### src/rtl/alu_sequencer.sv
// alu_sequencer: multicycle MIPS sequencer in front of the ALU, register
// file and data memory. One instruction in flight; IDLE/DECODE/EXEC/MEM/WB.
// Writeback/redirect strobes are registered out of WB, so they are visible
// in the first IDLE cycle, alongside instr_ready.
module alu_sequencer #(
  parameter int RA_REG = 31,
  parameter int PC_W   = 32
) (
  input  logic            clock,
  input  logic            reset_n,
  input  logic            instr_valid,
  output logic            instr_ready,
  input  logic [31:0]     instr,
  input  logic [PC_W-1:0] pc_in,
  output logic [4:0]      rs_addr,
  output logic [4:0]      rt_addr,
  input  logic [31:0]     rs_data,
  input  logic [31:0]     rt_data,
  output logic [4:0]      alu_op,
  output logic [31:0]     alu_in1,
  output logic [31:0]     alu_in2,
  input  logic [31:0]     alu_result,
  input  logic            alu_zero,
  output logic            mem_req,
  output logic            mem_we,
  output logic [31:0]     mem_addr,
  output logic [31:0]     mem_wdata,
  input  logic            mem_ack,
  input  logic [31:0]     mem_rdata,
  output logic            wb_en,
  output logic [4:0]      wb_addr,
  output logic [31:0]     wb_data,
  output logic            pc_load,
  output logic [PC_W-1:0] pc_target,
  output logic            illegal
);
  typedef enum logic [2:0] {S_IDLE, S_DECODE, S_EXEC, S_MEM, S_WB} state_t;
  typedef enum logic [3:0] {C_RD, C_RT, C_LW, C_SW, C_BR, C_JR, C_J, C_JAL, C_ILL} cls_t;

  state_t          state, state_d;
  cls_t            cls_q, cls_d;
  logic [31:0]     instr_q, in1_q, in2_q, st_q, res_q, ld_q, in1_d, in2_d;
  logic [PC_W-1:0] pc_q, pcp4, br_tgt, j_tgt;
  logic [4:0]      op_q, op_d;
  logic            zero_q;

  logic [5:0]  opc, fn;
  logic [15:0] imm;
  logic [31:0] sext, zext, shamt;

  assign opc   = instr_q[31:26];
  assign fn    = instr_q[5:0];
  assign imm   = instr_q[15:0];
  assign sext  = {{16{imm[15]}}, imm};
  assign zext  = {16'd0, imm};
  assign shamt = {27'd0, instr_q[10:6]};

  assign pcp4   = pc_q + PC_W'(4);
  assign br_tgt = pcp4 + {{(PC_W-18){imm[15]}}, imm, 2'b00};
  assign j_tgt  = {pcp4[PC_W-1:28], instr_q[25:0], 2'b00};

  assign rs_addr = instr_q[25:21];
  assign rt_addr = instr_q[20:16];
  assign alu_op  = op_q;
  assign alu_in1 = in1_q;
  assign alu_in2 = in2_q;

  // Decode: ALU op, operand routing and instruction class from the held word
  always_comb begin
    op_d  = 5'b01111;
    in1_d = rs_data;
    in2_d = rt_data;
    cls_d = C_ILL;
    case (opc)
      6'h00: begin
        cls_d = C_RD;
        case (fn)
          6'h24: op_d = 5'b00000;
          6'h25: op_d = 5'b00001;
          6'h20, 6'h21: op_d = 5'b00010;
          6'h26: op_d = 5'b00011;
          6'h27: op_d = 5'b00100;
          6'h2A: op_d = 5'b00101;
          6'h22, 6'h23: op_d = 5'b00110;
          6'h2B: op_d = 5'b00111;
          6'h00: begin op_d = 5'b01000; in1_d = rt_data; in2_d = shamt; end
          6'h02: begin op_d = 5'b01001; in1_d = rt_data; in2_d = shamt; end
          6'h03: begin op_d = 5'b01010; in1_d = rt_data; in2_d = shamt; end
          6'h04: begin op_d = 5'b01011; in1_d = rt_data; in2_d = rs_data; end
          6'h06: begin op_d = 5'b01100; in1_d = rt_data; in2_d = rs_data; end
          6'h07: begin op_d = 5'b01101; in1_d = rt_data; in2_d = rs_data; end
          6'h08: begin op_d = 5'b01110; cls_d = C_JR; end
          default: cls_d = C_ILL;
        endcase
      end
      6'h08: begin op_d = 5'b10000; in2_d = sext; cls_d = C_RT; end
      6'h0C: begin op_d = 5'b10001; in2_d = zext; cls_d = C_RT; end
      6'h0D: begin op_d = 5'b10010; in2_d = zext; cls_d = C_RT; end
      6'h0E: begin op_d = 5'b10011; in2_d = zext; cls_d = C_RT; end
      6'h04: begin op_d = 5'b10100; cls_d = C_BR; end
      6'h05: begin op_d = 5'b10101; cls_d = C_BR; end
      6'h0A: begin op_d = 5'b10111; in2_d = sext; cls_d = C_RT; end
      6'h0B: begin op_d = 5'b11000; in2_d = sext; cls_d = C_RT; end
      6'h0F: begin op_d = 5'b11001; in2_d = zext; cls_d = C_RT; end
      6'h23: begin op_d = 5'b00010; in2_d = sext; cls_d = C_LW; end
      6'h2B: begin op_d = 5'b00010; in2_d = sext; cls_d = C_SW; end
      6'h02: cls_d = C_J;
      6'h03: cls_d = C_JAL;
      default: cls_d = C_ILL;
    endcase
  end

  // State register
  always_ff @(posedge clock or negedge reset_n) begin
    if (!reset_n) state <= S_IDLE;
    else          state <= state_d;
  end

  // Next state plus handshake and memory request outputs
  always_comb begin
    state_d     = state;
    instr_ready = 1'b0;
    mem_req     = 1'b0;
    mem_we      = 1'b0;
    mem_addr    = 32'd0;
    mem_wdata   = 32'd0;
    case (state)
      S_IDLE: begin
        instr_ready = reset_n;
        if (instr_valid) state_d = S_DECODE;
      end
      S_DECODE: state_d = S_EXEC;
      S_EXEC:   state_d = (cls_q == C_LW || cls_q == C_SW) ? S_MEM : S_WB;
      S_MEM: begin
        mem_req   = 1'b1;
        mem_we    = (cls_q == C_SW);
        mem_addr  = res_q;
        mem_wdata = st_q;
        if (mem_ack) state_d = S_WB;
      end
      S_WB:     state_d = S_IDLE;
      default:  state_d = S_IDLE;
    endcase
  end

  // Datapath capture per state; strobes are single-cycle, set only from WB
  always_ff @(posedge clock or negedge reset_n) begin
    if (!reset_n) begin
      instr_q <= '0; pc_q <= '0; cls_q <= C_ILL;
      op_q <= '0; in1_q <= '0; in2_q <= '0; st_q <= '0;
      res_q <= '0; zero_q <= 1'b0; ld_q <= '0;
      wb_en <= 1'b0; wb_addr <= '0; wb_data <= '0;
      pc_load <= 1'b0; pc_target <= '0; illegal <= 1'b0;
    end else begin
      wb_en   <= 1'b0;
      pc_load <= 1'b0;
      illegal <= 1'b0;
      case (state)
        S_IDLE: if (instr_valid) begin instr_q <= instr; pc_q <= pc_in; end
        S_DECODE: begin
          op_q <= op_d; in1_q <= in1_d; in2_q <= in2_d; cls_q <= cls_d; st_q <= rt_data;
        end
        S_EXEC: begin res_q <= alu_result; zero_q <= alu_zero; end
        S_MEM:  if (mem_ack) ld_q <= mem_rdata;
        S_WB: begin
          case (cls_q)
            C_RD: begin
              wb_en <= (instr_q[15:11] != 5'd0); wb_addr <= instr_q[15:11]; wb_data <= res_q;
            end
            C_RT: begin
              wb_en <= (instr_q[20:16] != 5'd0); wb_addr <= instr_q[20:16]; wb_data <= res_q;
            end
            C_LW: begin
              wb_en <= (instr_q[20:16] != 5'd0); wb_addr <= instr_q[20:16]; wb_data <= ld_q;
            end
            C_BR: begin pc_load <= !zero_q; pc_target <= br_tgt; end
            C_JR: begin pc_load <= 1'b1; pc_target <= res_q[PC_W-1:0]; end
            C_J:  begin pc_load <= 1'b1; pc_target <= j_tgt; end
            C_JAL: begin
              pc_load <= 1'b1; pc_target <= j_tgt;
              wb_en <= (RA_REG != 0); wb_addr <= 5'(RA_REG); wb_data <= 32'(pc_q + PC_W'(8));
            end
            C_ILL:   illegal <= 1'b1;
            default: ;
          endcase
        end
        default: ;
      endcase
    end
  end
endmodule
### config.mk
export PLATFORM = sky130hd
export DESIGN_NAME = alu_sequencer
export DESIGN_NICKNAME = d
export VERILOG_FILES = /design/src/rtl/alu_sequencer.sv
export SDC_FILE = /design/constraint.sdc
export NUM_CORES = 1
export LEC_CHECK = 0
export ABC_AREA = 1
export ABC_CLOCK_PERIOD_IN_PS = 2900
export BUFFER_PORTS_ARGS = -buffer_cell sky130_fd_sc_hd__buf_2
export CAP_MARGIN = 20
export CORE_ASPECT_RATIO = 1.25
export CORE_UTILIZATION = 50
export DETAILED_ROUTE_END_ITERATION = 10
export PLACE_DENSITY = 0.85
export SLEW_MARGIN = 20
export SYNTH_ARGS = -nofsm -noshare
export SYNTH_HDL_FRONTEND = slang
export SYNTH_SLANG_ARGS = --single-unit
### constraint.sdc
create_clock -name clock -period 2.9 [get_ports clock]
set_input_delay 0.29 -clock clock [delete_from_list [all_inputs] [get_ports clock]]
set_output_delay 0.29 -clock clock [all_outputs]
set_load 0.005 [all_outputs]
==> flow_summary_export.csv, run 1 <==
group,metric,value,unit
die,start_util,51.2,%
global_routing,antenna_found_initial,5,
final_layout,nets,3075,
synthesis,synthFlopType,"dfrtp_1",
placed_design,dp_hpwl,51200,um
clocking,cts_tree,"yes",
final_layout,multi_input_area,0.00918,sq mm
synthesis,seq_area_frac_synth,43.5,%
route,via_count,19400,
setup_path,arrival,3.38,ns
sta,finalCriticalPeriod,2.92,ns
die,fp.dieH,213,um
setup_path,crit_type,"flop to flop",
placed_design,io_buffers,414,
synthesis,ys_types,56,
pwr,p_leak,11.9,nW
sta,fin_setup_tns,-0.0255,ns
final_layout,regArea,0.00774,sq mm
clocking,htreeDepth,2,
sta,worstMarginPinSlew,1.26,ns
route,drtIter0Drc,2133,
final_layout,layout.cells.non_filler,3340,
synthesis,yosysWarnings,0,
die,core,0.0347,sq mm
route,post-route-drc-count,0,
sta,setup_violations,3,
setup_path,cp.required,3.36,ns
final_layout,final_area,0.0238,sq mm
route,wl_per_cell,21.3,um
setup_path,end_kind,"flop",
pwr,power_density,1200,mW/mm^2
min_path,hp-class,"input pin to flop",
placed_design,gp_congestion,1.01,
die,io_pins,415,
placed_design,dpl_cell_area,0.0209,sq mm
clocking,cts_root_buf,"clkbuf_16",
synthesis,syn_area,0.0178,sq mm
global_routing,grt_pass1_wl,106000,um
route,drtAntennaViolNets,0,
global_routing,grt.total_usage,38.7,%
setup_path,start_kind,"flop",
synthesis,synth_edf_count,0,
clocking,clk_latency,0.55,ns
sta,setup_slack,-0.0177,ns
sta,relSlewSlack,14.7,%
die,row_count,76,
route,routed_wl,71300,um
synthesis,synth-seq-cells,309,
die,die_area,0.0363,sq mm
synthesis,avgSynthCellArea,7.75,sq um
sta,finalClockSkew,0.0198,ns
clocking,clk_pin_slew,0.06,ns
placed_design,placedCellCount,3191,
job,maxCapViolations,0,
sta,final_max_slew_viol_count,0,
synthesis,synth_nets,2523,
pwr,power,28.6,mW
route,vias_per_cell,5.79,
clocking,cts.sinks,309,
sta,period_share,101,%
sta,clock.fmax,343,MHz
synthesis,postSynthCellCount,2291,
setup_path,path_max_fanout,4,
clocking,cts_buffers,34,
sta,rsz0062_at_grt,"true",
route,drt_pre_antenna_iters,7,
final_layout,fillCellCount,2744,
sta,finalHoldViolCount,0,
synthesis,async_flop_share,100,%
global_routing,grt_pass1_vias,18900,
pwr,ir_drop,707,uV
die,die_w,171,um
final_layout,layout-drive-gt1-share,30.2,%
final_layout,area_growth,33.9,%
global_routing,grt_overflow,0,
global_routing,grt_max_degree,96,
outcome,violations,"negative setup slack",
clocking,clk_path_buf_depth,3,
outcome,outcome,"finished with violations",
-- cells in the mapped netlist (34+ instances only) --
cell | count | share of area, %
ha_1 | 34 | 2.4
clkbuf_1 | 35 | 0.74
dfrtp_1 | 308 | 43
inv_1 | 287 | 6.1
o21ai_1 | 44 | 1.2
buf_2 | 38 | 1.1
nand2_1 | 436 | 9.2
nand3_1 | 124 | 3.5
nor2_1 | 273 | 5.8
a221oi_1 | 45 | 2.2
o21ai_0 | 136 | 3.8
a21oi_1 | 204 | 5.7
mux2_2 | 44 | 2.8
-- critical path: stages, from the launching register on --
cell      delay (ns)
dfrtp_1         0.41
nand2_1         0.15
nor2_1          0.24
buf_4           0.16
nand2_1         0.09
nor2_4          0.18
nand2_1         0.09
xor2_1          0.16
ha_1            0.34
buf_4           0.15
nand2_1         0.14
o21bai_1        0.12
a21oi_1         0.19
nand3_1         0.10
nand2_1         0.06
nand3_1         0.10
a21oi_1         0.15
-- through the flow --
stage / hold slack, ns / worst slack [ns] / utilization, %
CTS: 0.000236 / -0.0192 / 66.3
global route: 0.00354 / -0.174 / 68.5
global placement: 0.236 / -0.139 / 60.2
detailed placement: 0.236 / -0.181 / 60.2
finish: 0.00894 / -0.0177 / 68.5
floorplan: -0.00559 / 0.138 / -
-- flip-flops by register name, indices dropped and copies added, names as in the netlist, 32 cells and up --
register,cells
wb_data,32
instr_q,32
alu_in2,32
pc_q,32
st_q,32
pc_target,32
ld_q,32
res_q,32
alu_in1,32
-- report_power, final --
group          switching (mW)  internal, mW
combinational            9.22          6.26
clock                    1.90          2.91
sequential               2.04          6.29
-- cells in the final DEF, fill, tap and decap left out, types with 17 or more instances in the layout --
cell type and count:
nand2_2 32, a221oi_1 45, a21oi_2 19, buf_2 413, dlygate4sd3_1 72, clkbuf_16 35, a21oi_1 181, nand3_1 115
nor2_1 248, nor2_2 17, o21ai_1 49, nand2_1 403, o2111ai_1 24, dfrtp_1 306, o21ai_0 127, buf_4 132
o21a_1 29, inv_1 281, mux2_2 44, a31oi_1 22, nor2_4 25
-- kinds of logic (layout without fill, tap and decap cells) --
kind of cell / Yosys count / in the layout / share of synthesized area, %
simple gates: 928 / 928 / 22.5
compound gates: 541 / 541 / 17.9
buf+inv: 409 / 986 / 9.48
flops: 309 / 309 / 43.5
mux: 44 / 44 / 2.79
fa+ha+maj: 35 / 35 / 2.51
xor+xnor: 25 / 25 / 1.23
other cells: 0 / 4 / 0
-- path summary, 6_finish.rpt --
kind	start	endpoint	slack [ns]	cells after the start
max reg2reg	pc_q[7]	pc_target[25]	-0.02	16
max in group asynchronous	reset_n	alu_in1[13]	1.64	3
min in group asynchronous	reset_n	pc_target[20]	0.27	2
min	mem_rdata[13]	ld_q[13]	0.009	2
min reg2reg	alu_in2[27]	alu_in2[27]	0.48	2
max	pc_q[7]	pc_target[25]	-0.02	16
-- area by class of cell --
cell class	count	area share [%]
Inverter	301	4.81
Tap cell	468	2.46
Antenna cell	4	0.0421
Sequential cell	309	32.5
Clock buffer	48	4.27
Timing Repair Buffer	624	16.4
Multi-Input combinational cell	1573	38.6
Clock inverter	13	0.905
-- layer usage --
| layer | vias to the layer above | share of wire, % | global-route usage [%] |
|---|---|---|---|
| li1 | 8666 | - | - |
| met1 | 9125 | 36 | 45.0 |
| met2 | 1229 | 48 | 64.4 |
| met3 | 325 | 8.6 | 7.41 |
| met4 | 6 | 8.1 | 27.2 |
| met5 | - | 0.034 | 0 |
-- what timing repair did --
action | CTS | global route
pin swaps | 12 | 50
setup buffers | 3 | 9
endpoints found under the setup margin | 20 | 38
gates resized for setup | 35 | 157
hold endpoints to repair | 112 | 1
hold buffers | 71 | 1
Power figures use the tool's default switching activity.
==> inputs of run 2 (changes only) <==
- RECOVER_POWER: unset -> 50
==> flow_summary_export.csv, run 2 (synthesis gave the netlist of run 1 again) <==
group,metric,value,unit
setup_path,reg2reg_to,"pc_target[25]",
sta,worstMarginPinSlew,1.39,ns
clocking,cts_root_buf,"clkbuf_16",
clocking,cts.sinks,309,
clocking,htreeDepth,2,
global_routing,antenna_found_initial,5,
global_routing,grt_pass1_wl,106000,um
pwr,p_leak,11.6,nW
setup_path,max_stage_delay,0.40,ns
setup_path,end_kind,"flop",
sta,rsz0062_at_grt,"true",
setup_path,r2r_setup_slack,0.003,ns
die,core,0.0347,sq mm
clocking,clk_latency,0.55,ns
min_path,hp-class,"input pin to flop",
route,vias_per_cell,5.81,
die,io_pins,415,
route,wl_per_cell,21.4,um
sta,finalHoldViolCount,0,
route,via_count,19400,
setup_path,path_cells,"nand2_1, nor2_1, buf_4, nand2_1, nor2_4, xor2_2, ha_1, buf_4, nand2_4, inv_1, nand2_1, nand3_2, inv_2, nand2_1, nand2_1, nand3_1, nand2_1, nand3_1, a21oi_1",
clocking,cts_tree,"yes",
route,drtIter0Drc,2257,
final_layout,layout-drive-gt1-share,26.6,%
setup_path,r2r_cells,19,
sta,finalCriticalPeriod,2.90,ns
sta,setup_violations,0,
placed_design,gp_congestion,1.01,
die,fp.dieH,213,um
final_layout,area_growth,32.9,%
placed_design,io_buffers,414,
route,routed_wl,71400,um
pwr,power_density,1210,mW/mm^2
global_routing,grt_max_degree,96,
sta,fin_setup_tns,0,ns
route,drt_pre_antenna_iters,10,
global_routing,grt_overflow,0,
die,start_util,51.2,%
min_path,hp-start,"rt_data[8]",
sta,finalClockSkew,0.0178,ns
setup_path,cp.required,3.36,ns
sta,clock.fmax,345,MHz
clocking,cts_buffers,34,
setup_path,path_max_fanout,4,
pwr,ir_drop,707,uV
final_layout,post-route-util,68.0,%
global_routing,grt_pass1_vias,18900,
setup_path,crit_type,"flop to flop",
clocking,clk_pin_slew,0.06,ns
final_layout,final_common_cell,"nand2_1",
min_path,hold_path_depth,3,
setup_path,critical-path-slowest-cell,"dfrtp_1",
sta,period_share,99.9,%
final_layout,nets,3075,
setup_path,start_kind,"flop",
setup_path,regToRegStartpoint,"pc_q[7]",
sta,relSlewSlack,7.42,%
route,drtAntennaViolNets,0,
die,die_area,0.0363,sq mm
sta,final_max_slew_viol_count,0,
die,row_count,76,
final_layout,final_cell_mix,"nand2_1 (403), buf_2 (311), dfrtp_1 (306)",
placed_design,dp_hpwl,51200,um
job,maxCapViolations,0,
global_routing,grt.total_usage,38.7,%
setup_path,cp_common_cell,"nand2_1",
die,die_w,171,um
route,post-route-drc-count,0,
outcome,outcome,"finished clean",
min_path,min_to,"st_q[8]",
setup_path,arrival,3.35,ns
clocking,clk_path_buf_depth,3,
[run 2: worst max path at each step]
stage	from	to	slack [ns]	cells past startpoint
2_1_floorplan	pc_q[4]	pc_target[28]	0.14	19
3_3_place_gp	pc_q[3]	pc_target[17]	-0.14	16
3_5_place_dp	pc_q[3]	pc_target[15]	-0.18	17
4_1_cts	pc_q[3]	pc_target[28]	-0.02	18
5_1_grt	pc_q[7]	pc_target[27]	-0.17	18
6_report	pc_q[7]	pc_target[25]	0.003	19
[run 2: area by class of cell]
class	count	area [sq um]
Clock inverter	13	215
Inverter	301	1140
Fill cell	2827	11100
Timing Repair Buffer	624	3720
Clock buffer	48	1010
Antenna cell	4	10.0
Multi-Input combinational cell	1573	9180
Sequential cell	309	7740
Tap cell	468	586
[run 2: stage by stage]
step           power [mW]  std cells  worst slack (ns)  hold WS [ns]  cell area, sq um
2_1_floorplan        15.8       2291             0.138      -0.00559             17800
3_3_place_gp         21.1       3191            -0.139         0.236             20900
3_5_place_dp         21.4       3191            -0.181         0.236             20900
4_1_cts              26.7       3326           -0.0192      0.000236             23000
5_1_grt              30.2       3337            -0.174       0.00354             23600
6_report             28.5       3340           0.00311       0.00725             23600
[run 2: worst max-delay path: cells and delay by family, from the launching register on]
| kind | cells | cell delay, ns |
|---|---|---|
| AOI/OAI and AO/OA | 1 | 0.15 |
| xor gates and xnor gates | 1 | 0.18 |
| adders and majority gates | 1 | 0.31 |
| buffers and inverters | 4 | 0.47 |
| DFF | 1 | 0.40 |
| and+or+nand+nor | 12 | 1.30 |
[run 2: repair_timing]
item	in CTS	in global routing
hold buffers	71	1
hold endpoints to repair	112	1
gates cloned	0	0
resized for setup	35	157
setup buffers	3	9
setup endpoints to repair	20	38
pin swaps	12	50
[run 2: layer usage]
metal	up-vias	wire length (um)	GRT usage (%)	share of wire (%)
met5	-	24	0	0.034
met4	6	5570	27.2	7.8
met3	306	6010	7.41	8.4
met2	1223	34100	64.4	48
met1	9198	25700	45.0	36
li1	8661	-	-	-
[run 2: power by group]
group	internal (mW)	switching (mW)
registers	6.29	2.07
logic	6.10	9.22
clock network	2.91	1.90
